<file path="config.mk">
export PLATFORM = sky130hd
export DESIGN_NAME = daq3_spi_responder
export DESIGN_NICKNAME = d
export VERILOG_FILES = /design/src/rtl/daq3_spi_responder.sv
export SDC_FILE = /design/constraint.sdc
export NUM_CORES = 1
export LEC_CHECK = 0
export BUFFER_PORTS_ARGS = -buffer_cell sky130_fd_sc_hd__buf_2
export CAP_MARGIN = 20
export CORE_MARGIN = 2
export CORE_UTILIZATION = 30
export CTS_CLUSTER_DIAMETER = 100
export CTS_CLUSTER_SIZE = 14
export DETAILED_ROUTE_END_ITERATION = 10
export SLEW_MARGIN = 20
export SYNTH_ARGS = -nofsm -noshare
export SYNTH_HDL_FRONTEND = slang
export SYNTH_SLANG_ARGS = --single-unit
</file>
<file path="constraint.sdc">
create_clock -name clk -period 2.6 [get_ports clk]
set_input_delay 0.52 -clock clk [delete_from_list [all_inputs] [get_ports clk]]
set_output_delay 0.52 -clock clk [all_outputs]
set_load 0.02 [all_outputs]
</file>
<file path="src/rtl/daq3_spi_responder.sv">
`timescale 1ns/1ps
// daq3_spi_responder: 3-wire SPI register-file responder (16-bit instruction, streaming bytes)
module daq3_spi_responder #(
    parameter logic [7:0] CHIP_ID  = 8'hC5,
    parameter int         NUM_REGS = 16
) (
    input  logic                  clk,
    input  logic                  rst,
    input  logic                  spi_csn,
    input  logic                  spi_clk,
    input  logic                  spi_sdio_i,
    output logic                  spi_sdio_o,
    output logic                  spi_sdio_t,
    output logic                  wr_strobe,
    output logic [14:0]           wr_addr,
    output logic [7:0]            wr_data,
    output logic [8*NUM_REGS-1:0] regs_out,
    output logic                  busy
);
    typedef enum logic [1:0] {S_IDLE, S_INSTR, S_WRITE, S_READ} state_t;
    state_t      r_state, w_next;
    logic [2:0]  r_csn_sync, r_clk_sync, r_sdio_sync;
    logic        r_armed, r_rise, r_fall, r_csn_fall, r_csn_rise;
    logic [4:0]  r_icnt;
    logic [2:0]  r_dcnt;
    logic [14:0] r_sr;
    logic [6:0]  r_rsr;
    logic [14:0] r_addr;
    logic [7:0]  r_regs [NUM_REGS];
    logic        w_rise, w_fall, w_bit, w_store;
    logic [15:0] w_instr;
    logic [7:0]  w_wr_byte, w_rd_byte;

    assign w_rise    = r_rise & ~r_csn_rise;
    assign w_fall    = r_fall & ~r_csn_rise;
    assign w_bit     = r_sdio_sync[2];
    assign w_instr   = {r_sr, w_bit};
    assign w_wr_byte = w_instr[7:0];
    assign w_store   = (r_state == S_WRITE) & w_rise & (r_dcnt == 3'd7) & ~r_csn_fall;
    assign busy      = r_state != S_IDLE;

    // Synchronize pins, arm once csn is seen high, and register edge events one cycle before use.
    // The csn chain resets low so a csn held low through reset never looks like a falling edge.
    always_ff @(posedge clk) begin
        if (rst) begin
            r_csn_sync  <= 3'b000;
            r_clk_sync  <= 3'b000;
            r_sdio_sync <= 3'b000;
            r_armed     <= 1'b0;
            r_rise      <= 1'b0;
            r_fall      <= 1'b0;
            r_csn_fall  <= 1'b0;
            r_csn_rise  <= 1'b0;
        end else begin
            r_csn_sync  <= {r_csn_sync[1:0], spi_csn};
            r_clk_sync  <= {r_clk_sync[1:0], spi_clk};
            r_sdio_sync <= {r_sdio_sync[1:0], spi_sdio_i};
            r_armed     <= r_armed | r_csn_sync[1];
            r_rise      <= r_armed & ~r_csn_sync[1] & r_clk_sync[1] & ~r_clk_sync[2];
            r_fall      <= r_armed & ~r_csn_sync[1] & ~r_clk_sync[1] & r_clk_sync[2];
            r_csn_fall  <= r_armed & ~r_csn_sync[1] & r_csn_sync[2];
            r_csn_rise  <= r_armed & r_csn_sync[1] & ~r_csn_sync[2];
        end
    end

    // State register.
    always_ff @(posedge clk) begin
        if (rst) r_state <= S_IDLE;
        else r_state <= w_next;
    end

    // Next state: csn_rise aborts, csn_fall (re)starts, 16th instruction rise picks direction.
    always_comb begin
        w_next = r_state;
        if (r_csn_rise) w_next = S_IDLE;
        else if (r_csn_fall) w_next = S_INSTR;
        else if (r_state == S_INSTR && w_rise && r_icnt == 5'd15) w_next = w_instr[15] ? S_READ : S_WRITE;
    end

    // Read-back mux: chip id overrides storage at its address, unmapped addresses read zero.
    always_comb begin
        w_rd_byte = 8'h00;
        for (int n = 0; n < NUM_REGS; n++)
            if (r_addr == 15'(n)) w_rd_byte = r_regs[n];
        if (r_addr == 15'd4) w_rd_byte = CHIP_ID;
    end

    // Shift/count datapath, write strobe and SDIO driver.
    always_ff @(posedge clk) begin
        if (rst) begin
            r_icnt     <= 5'd0;
            r_dcnt     <= 3'd0;
            r_sr       <= 15'd0;
            r_rsr      <= 7'd0;
            r_addr     <= 15'd0;
            spi_sdio_o <= 1'b0;
            spi_sdio_t <= 1'b1;
            wr_strobe  <= 1'b0;
            wr_addr    <= 15'd0;
            wr_data    <= 8'h00;
        end else begin
            wr_strobe <= 1'b0;
            if (r_csn_rise) begin
                spi_sdio_t <= 1'b1;
            end else if (r_csn_fall) begin
                r_icnt     <= 5'd0;
                r_dcnt     <= 3'd0;
                spi_sdio_t <= 1'b1;
            end else if (r_state == S_INSTR && w_rise) begin
                r_sr   <= w_instr[14:0];
                r_icnt <= r_icnt + 5'd1;
                if (r_icnt == 5'd15) r_addr <= w_instr[14:0];
            end else if (r_state == S_WRITE && w_rise) begin
                r_sr   <= w_instr[14:0];
                r_dcnt <= r_dcnt + 3'd1;
                if (w_store) begin
                    wr_strobe <= 1'b1;
                    wr_addr   <= r_addr;
                    wr_data   <= w_wr_byte;
                    r_addr    <= r_addr + 15'd1;
                end
            end else if (r_state == S_READ && w_fall) begin
                r_dcnt <= r_dcnt + 3'd1;
                if (r_dcnt == 3'd0) begin
                    r_rsr      <= w_rd_byte[6:0];
                    spi_sdio_o <= w_rd_byte[7];
                    spi_sdio_t <= 1'b0;
                    r_addr     <= r_addr + 15'd1;
                end else begin
                    r_rsr      <= {r_rsr[5:0], 1'b0};
                    spi_sdio_o <= r_rsr[6];
                end
            end
        end
    end

    // Storage registers; the chip-id address is read-only.
    always_ff @(posedge clk) begin
        for (int n = 0; n < NUM_REGS; n++)
            if (rst) r_regs[n] <= 8'h00;
            else if (w_store && r_addr == 15'(n) && n != 4) r_regs[n] <= w_wr_byte;
    end

    for (genvar g = 0; g < NUM_REGS; g++) begin : g_out
        assign regs_out[8*g +: 8] = r_regs[g];
    end
endmodule
</file>
==> flow_summary.rst <==
.. list-table::
   :header-rows: 1

   * - Metric
     - Value
   * - Number of flip-flops and latches in the synthesized netlist
     - 207
   * - Hold-fix buffers at CTS
     - 0
   * - Slew margin rel.
     - 45.0%
   * - Final number of hold-violating endpoints
     - 0
   * - Unrepaired setup endpoints after global routing
     - yes
   * - Vias per cell
     - 5.27
   * - Static power due to leakage
     - 5.27 nW
   * - Number of slew-limit violations in the final report
     - 0
   * - Proportion of netlist area held by the largest area contributor
     - 36.2%
   * - Leading register cell type out of synthesis
     - edfxtp_1
   * - Count of cell types in the netlist
     - 69
   * - Layout Skew
     - 0.0191 ns
   * - Number of antenna violations at the first check in global routing
     - 0
   * - Net switching power
     - 1.48 mW
   * - Sequential cell area fraction in the yosys report
     - 53.7%
   * - Number of standard cells in the layout, taps in and fillers out
     - 1,651
   * - Port Buf Inserts
     - 151
   * - Clk slew on worst S/H paths
     - 0.07 ns
   * - Routed via count
     - 8,695
   * - Min-Delay Path Depth
     - 2
   * - Required time worst endpoint
     - 3.03 ns
   * - Net total in the final layout
     - 1,214
   * - DRT iter0 DRCs
     - 783
   * - Arrival @ worst endpoint
     - 2.99 ns
   * - Initial DRT Pass Iterations
     - 5
   * - Worst hold slack
     - 0.233 ns
   * - Fin crit period
     - 2.55 ns
   * - Capturing element type of the critical path
     - flop
   * - Largest net degree at the start of global routing
     - 51
   * - Setup violation total in the final timing report
     - 0
   * - Min-delay worst type
     - input port to flop
   * - Top fanout value on the critical path
     - 8
   * - Top area cells in the synthesized netlist
     - edfxtp_1 (36%), dfxtp_1 (18%), and3_1 (5.3%)
   * - Routed wire length per instance
     - 20.3 microns
   * - Number of antenna diodes
     - 0
   * - CP startpoint kind
     - flop
   * - Skew-Pair Late Insertion Delay
     - 0.51 ns
   * - Maximum capacitance violations
     - 0
   * - Clk pwr share
     - 39.7%
   * - Number of levels the H-tree was split into
     - 1
   * - Worst reg-to-reg path cell count
     - 6
   * - Total die area
     - 34,600 sq um
   * - Core Rows
     - 66
   * - FMAX
     - 392 MHz
   * - Number of flops mapped to enable cells by yosys
     - 120
   * - Final weighted congestion of routability-driven global placement
     - 0.884
   * - Cell type with the largest total area after synthesis
     - edfxtp_1
   * - Ratio of total power to cell area
     - 517 nW/um^2
   * - Transition at the pin with the smallest max-transition slack
     - 0.824 ns
   * - Switching share of total power
     - 23.1%
   * - Result of the run
     - finished, final reports clean
   * - Area grow syn2layout
     - 25.1%
   * - Internal power summed over all cells
     - 4.95 mW
   * - Share of synthesized registers carrying an async set or reset
     - 0%
   * - Overflow after GRT
     - 0
   * - Worst VDD drop
     - 0.341 mV
   * - Number of cells produced by synthesis
     - 1,001
   * - Share of layout cells above drive strength 1
     - 26.8%
   * - DIE WIDTH
     - 186 microns
   * - Number of design rule violations left after detail routing
     - 0
   * - Effective utilization at floorplan
     - 30.5%
   * - Count of pins on the block boundary
     - 160
   * - First-pass GRT wire length
     - 48,600 microns
   * - Maximum buffer depth of the clock tree
     - 3
   * - Mapped Area
     - 9950 sq um
   * - Part of the total power dissipated in sequential elements
     - 55.8%
   * - Wirelength, routed
     - 33,500 microns
   * - Number of cells in the design after placement
     - 1,608
   * - Die extent in y
     - 186 microns
   * - Via count of the first global-routing pass
     - 7,962
   * - Global routing usage summed across all routing layers
     - 18.5%
   * - Clk Tree Root Cell
     - clkbuf_16
   * - Crit share post-route
     - 98.2%
   * - Post-detailed-route count of antenna-violating nets
     - 0
   * - Share of total power in combinational logic
     - 4.5%
   * - Clock Sink Count
     - 207
   * - CTS buffer count
     - 18
   * - Total of warnings raised by yosys
     - 0
   * - Clock tree from TritonCTS
     - done
   * - Synth Area per Inst
     - 9.94 sq um
   * - Path type of the worst setup path
     - flop to flop
   * - Sum of negative setup slack
     - 0 ns
   * - DP HPWL
     - 23,800 microns
   * - Area inside the core boundary
     - 32,600 sq um
## kinds of logic after synthesis
family	after synthesis	share of synthesized area (%)
AO/OA/AOI/OAI	206	13.8
AND/OR/NAND/NOR	440	24.1
other	1	0.0377
flip-flops	207	53.7
XOR/XNOR	3	0.264
buffers and inverters	117	5.14
multiplexers	18	1.81
adder cells (fa/ha/maj)	9	1.13
## worst paths after layout
kind | start | to | slack [ns]
worst min-delay path | spi_sdio_i | r_sdio_sync[0] | 0.23
worst max-delay path | r_addr[6] | r_rsr[2] | 0.05
worst max register to register | r_addr[6] | r_rsr[2] | 0.05
worst min register to register | r_clk_sync[2] | r_rise | 0.42
## stage by stage
stage                     instance area [sq um]  setup WS [ns]  total power, mW  utilization, %
after floorplan                            9980        -0.0480             3.81               -
after global placement                    11700         -0.206             3.95            35.9
after detailed placement                  11700         -0.205             3.95            35.9
after CTS                                 12300        0.00498             6.48            37.7
after global routing                      12400        -0.0201             6.63            38.2
final                                     12400         0.0470             6.43            38.2
## area by class of cell
class | count | area [sq um]
Clock buffer | 28 | 509
Clock inverter | 1 | 3.75
Fill cell | 3229 | 20200
Inverter | 24 | 90.1
Multi-Input combinational cell | 685 | 4250
Sequential cell | 207 | 5350
Tap cell | 442 | 553
Timing Repair Buffer | 264 | 1700
## synth_stat cells (5+ instances only)
cell / count
a211oi_1: 7
a21oi_1: 57
a221oi_1: 5
a22oi_1: 12
a31oi_1: 5
a32oi_1: 8
and2_1: 51
and3_1: 84
buf_2: 8
buf_4: 10
clkbuf_1: 68
dfxtp_1: 87
edfxtp_1: 120
ha_1: 9
inv_1: 24
mux2i_1: 18
nand2_1: 123
nand2b_1: 10
nand3_1: 14
nand3b_1: 7
nand4_1: 7
nor2_1: 70
nor2b_1: 13
nor3_1: 15
nor3b_1: 6
nor4_1: 9
nor4_4: 6
o211ai_1: 11
o21ai_0: 40
o31ai_1: 6
or4_1: 10
## per-layer routing
| layer | vias up | share of wire [%] | track usage, % |
|---|---|---|---|
| li1 | 4011 | - | - |
| met1 | 4218 | 43 | 25.5 |
| met5 | - | 0 | 0 |
| met4 | 0 | 4.1 | 7.46 |
| met3 | 80 | 7.7 | 3.29 |
| met2 | 386 | 45 | 29.0 |
## power by group through the flow
stage,sequential [mW],combinational [mW],clock (mW)
finish,3.59,0.287,2.56
global route,3.59,0.308,2.73
CTS,3.59,0.289,2.60
detailed placement,3.66,0.287,0
global placement,3.66,0.286,0
floorplan,3.72,0.0955,0
## registers in the layout, indices dropped and copies added, names as in the netlist, 2 cells and up
| signal | cells |
|---|---|
| r_regs | 120 |
| r_addr | 15 |
| r_sr | 15 |
| wr_addr | 15 |
| wr_data | 8 |
| r_rsr | 7 |
| r_icnt | 5 |
| r_clk_sync | 3 |
| r_csn_sync | 3 |
| r_dcnt | 3 |
| r_sdio_sync | 3 |
| r_state | 2 |
## critical path: stages, from the launching register on
cell,delay (ns)
dfxtp_2,0.34
or4_4,0.61
or4_4,0.55
buf_4,0.19
a2111oi_2,0.51
o2111ai_2,0.18
o21ai_1,0.11
## repair_timing
item	CTS	global route
cloned	0	2
resized for setup	9	17
setup buffers	6	6
pin swaps	6	11
setup endpoints to repair	6	9
## cell usage in the layout (no fill, tap or decap), drive strengths merged, types with 8 or more instances in the layout
master / n
nor2b: 13
inv: 24
o21ai: 45
edfxtp: 120
ha: 9
nand3: 14
nor4: 16
a32oi: 8
nor2: 70
nand2b: 10
and2: 51
and3: 84
conb: 8
clkbuf: 29
o211ai: 11
mux2i: 18
a21oi: 57
buf: 263
a211oi: 8
nand2: 123
a22oi: 12
nor3: 15
or4: 14
dfxtp: 87
Note: power is estimated with default switching activity, not from simulation.
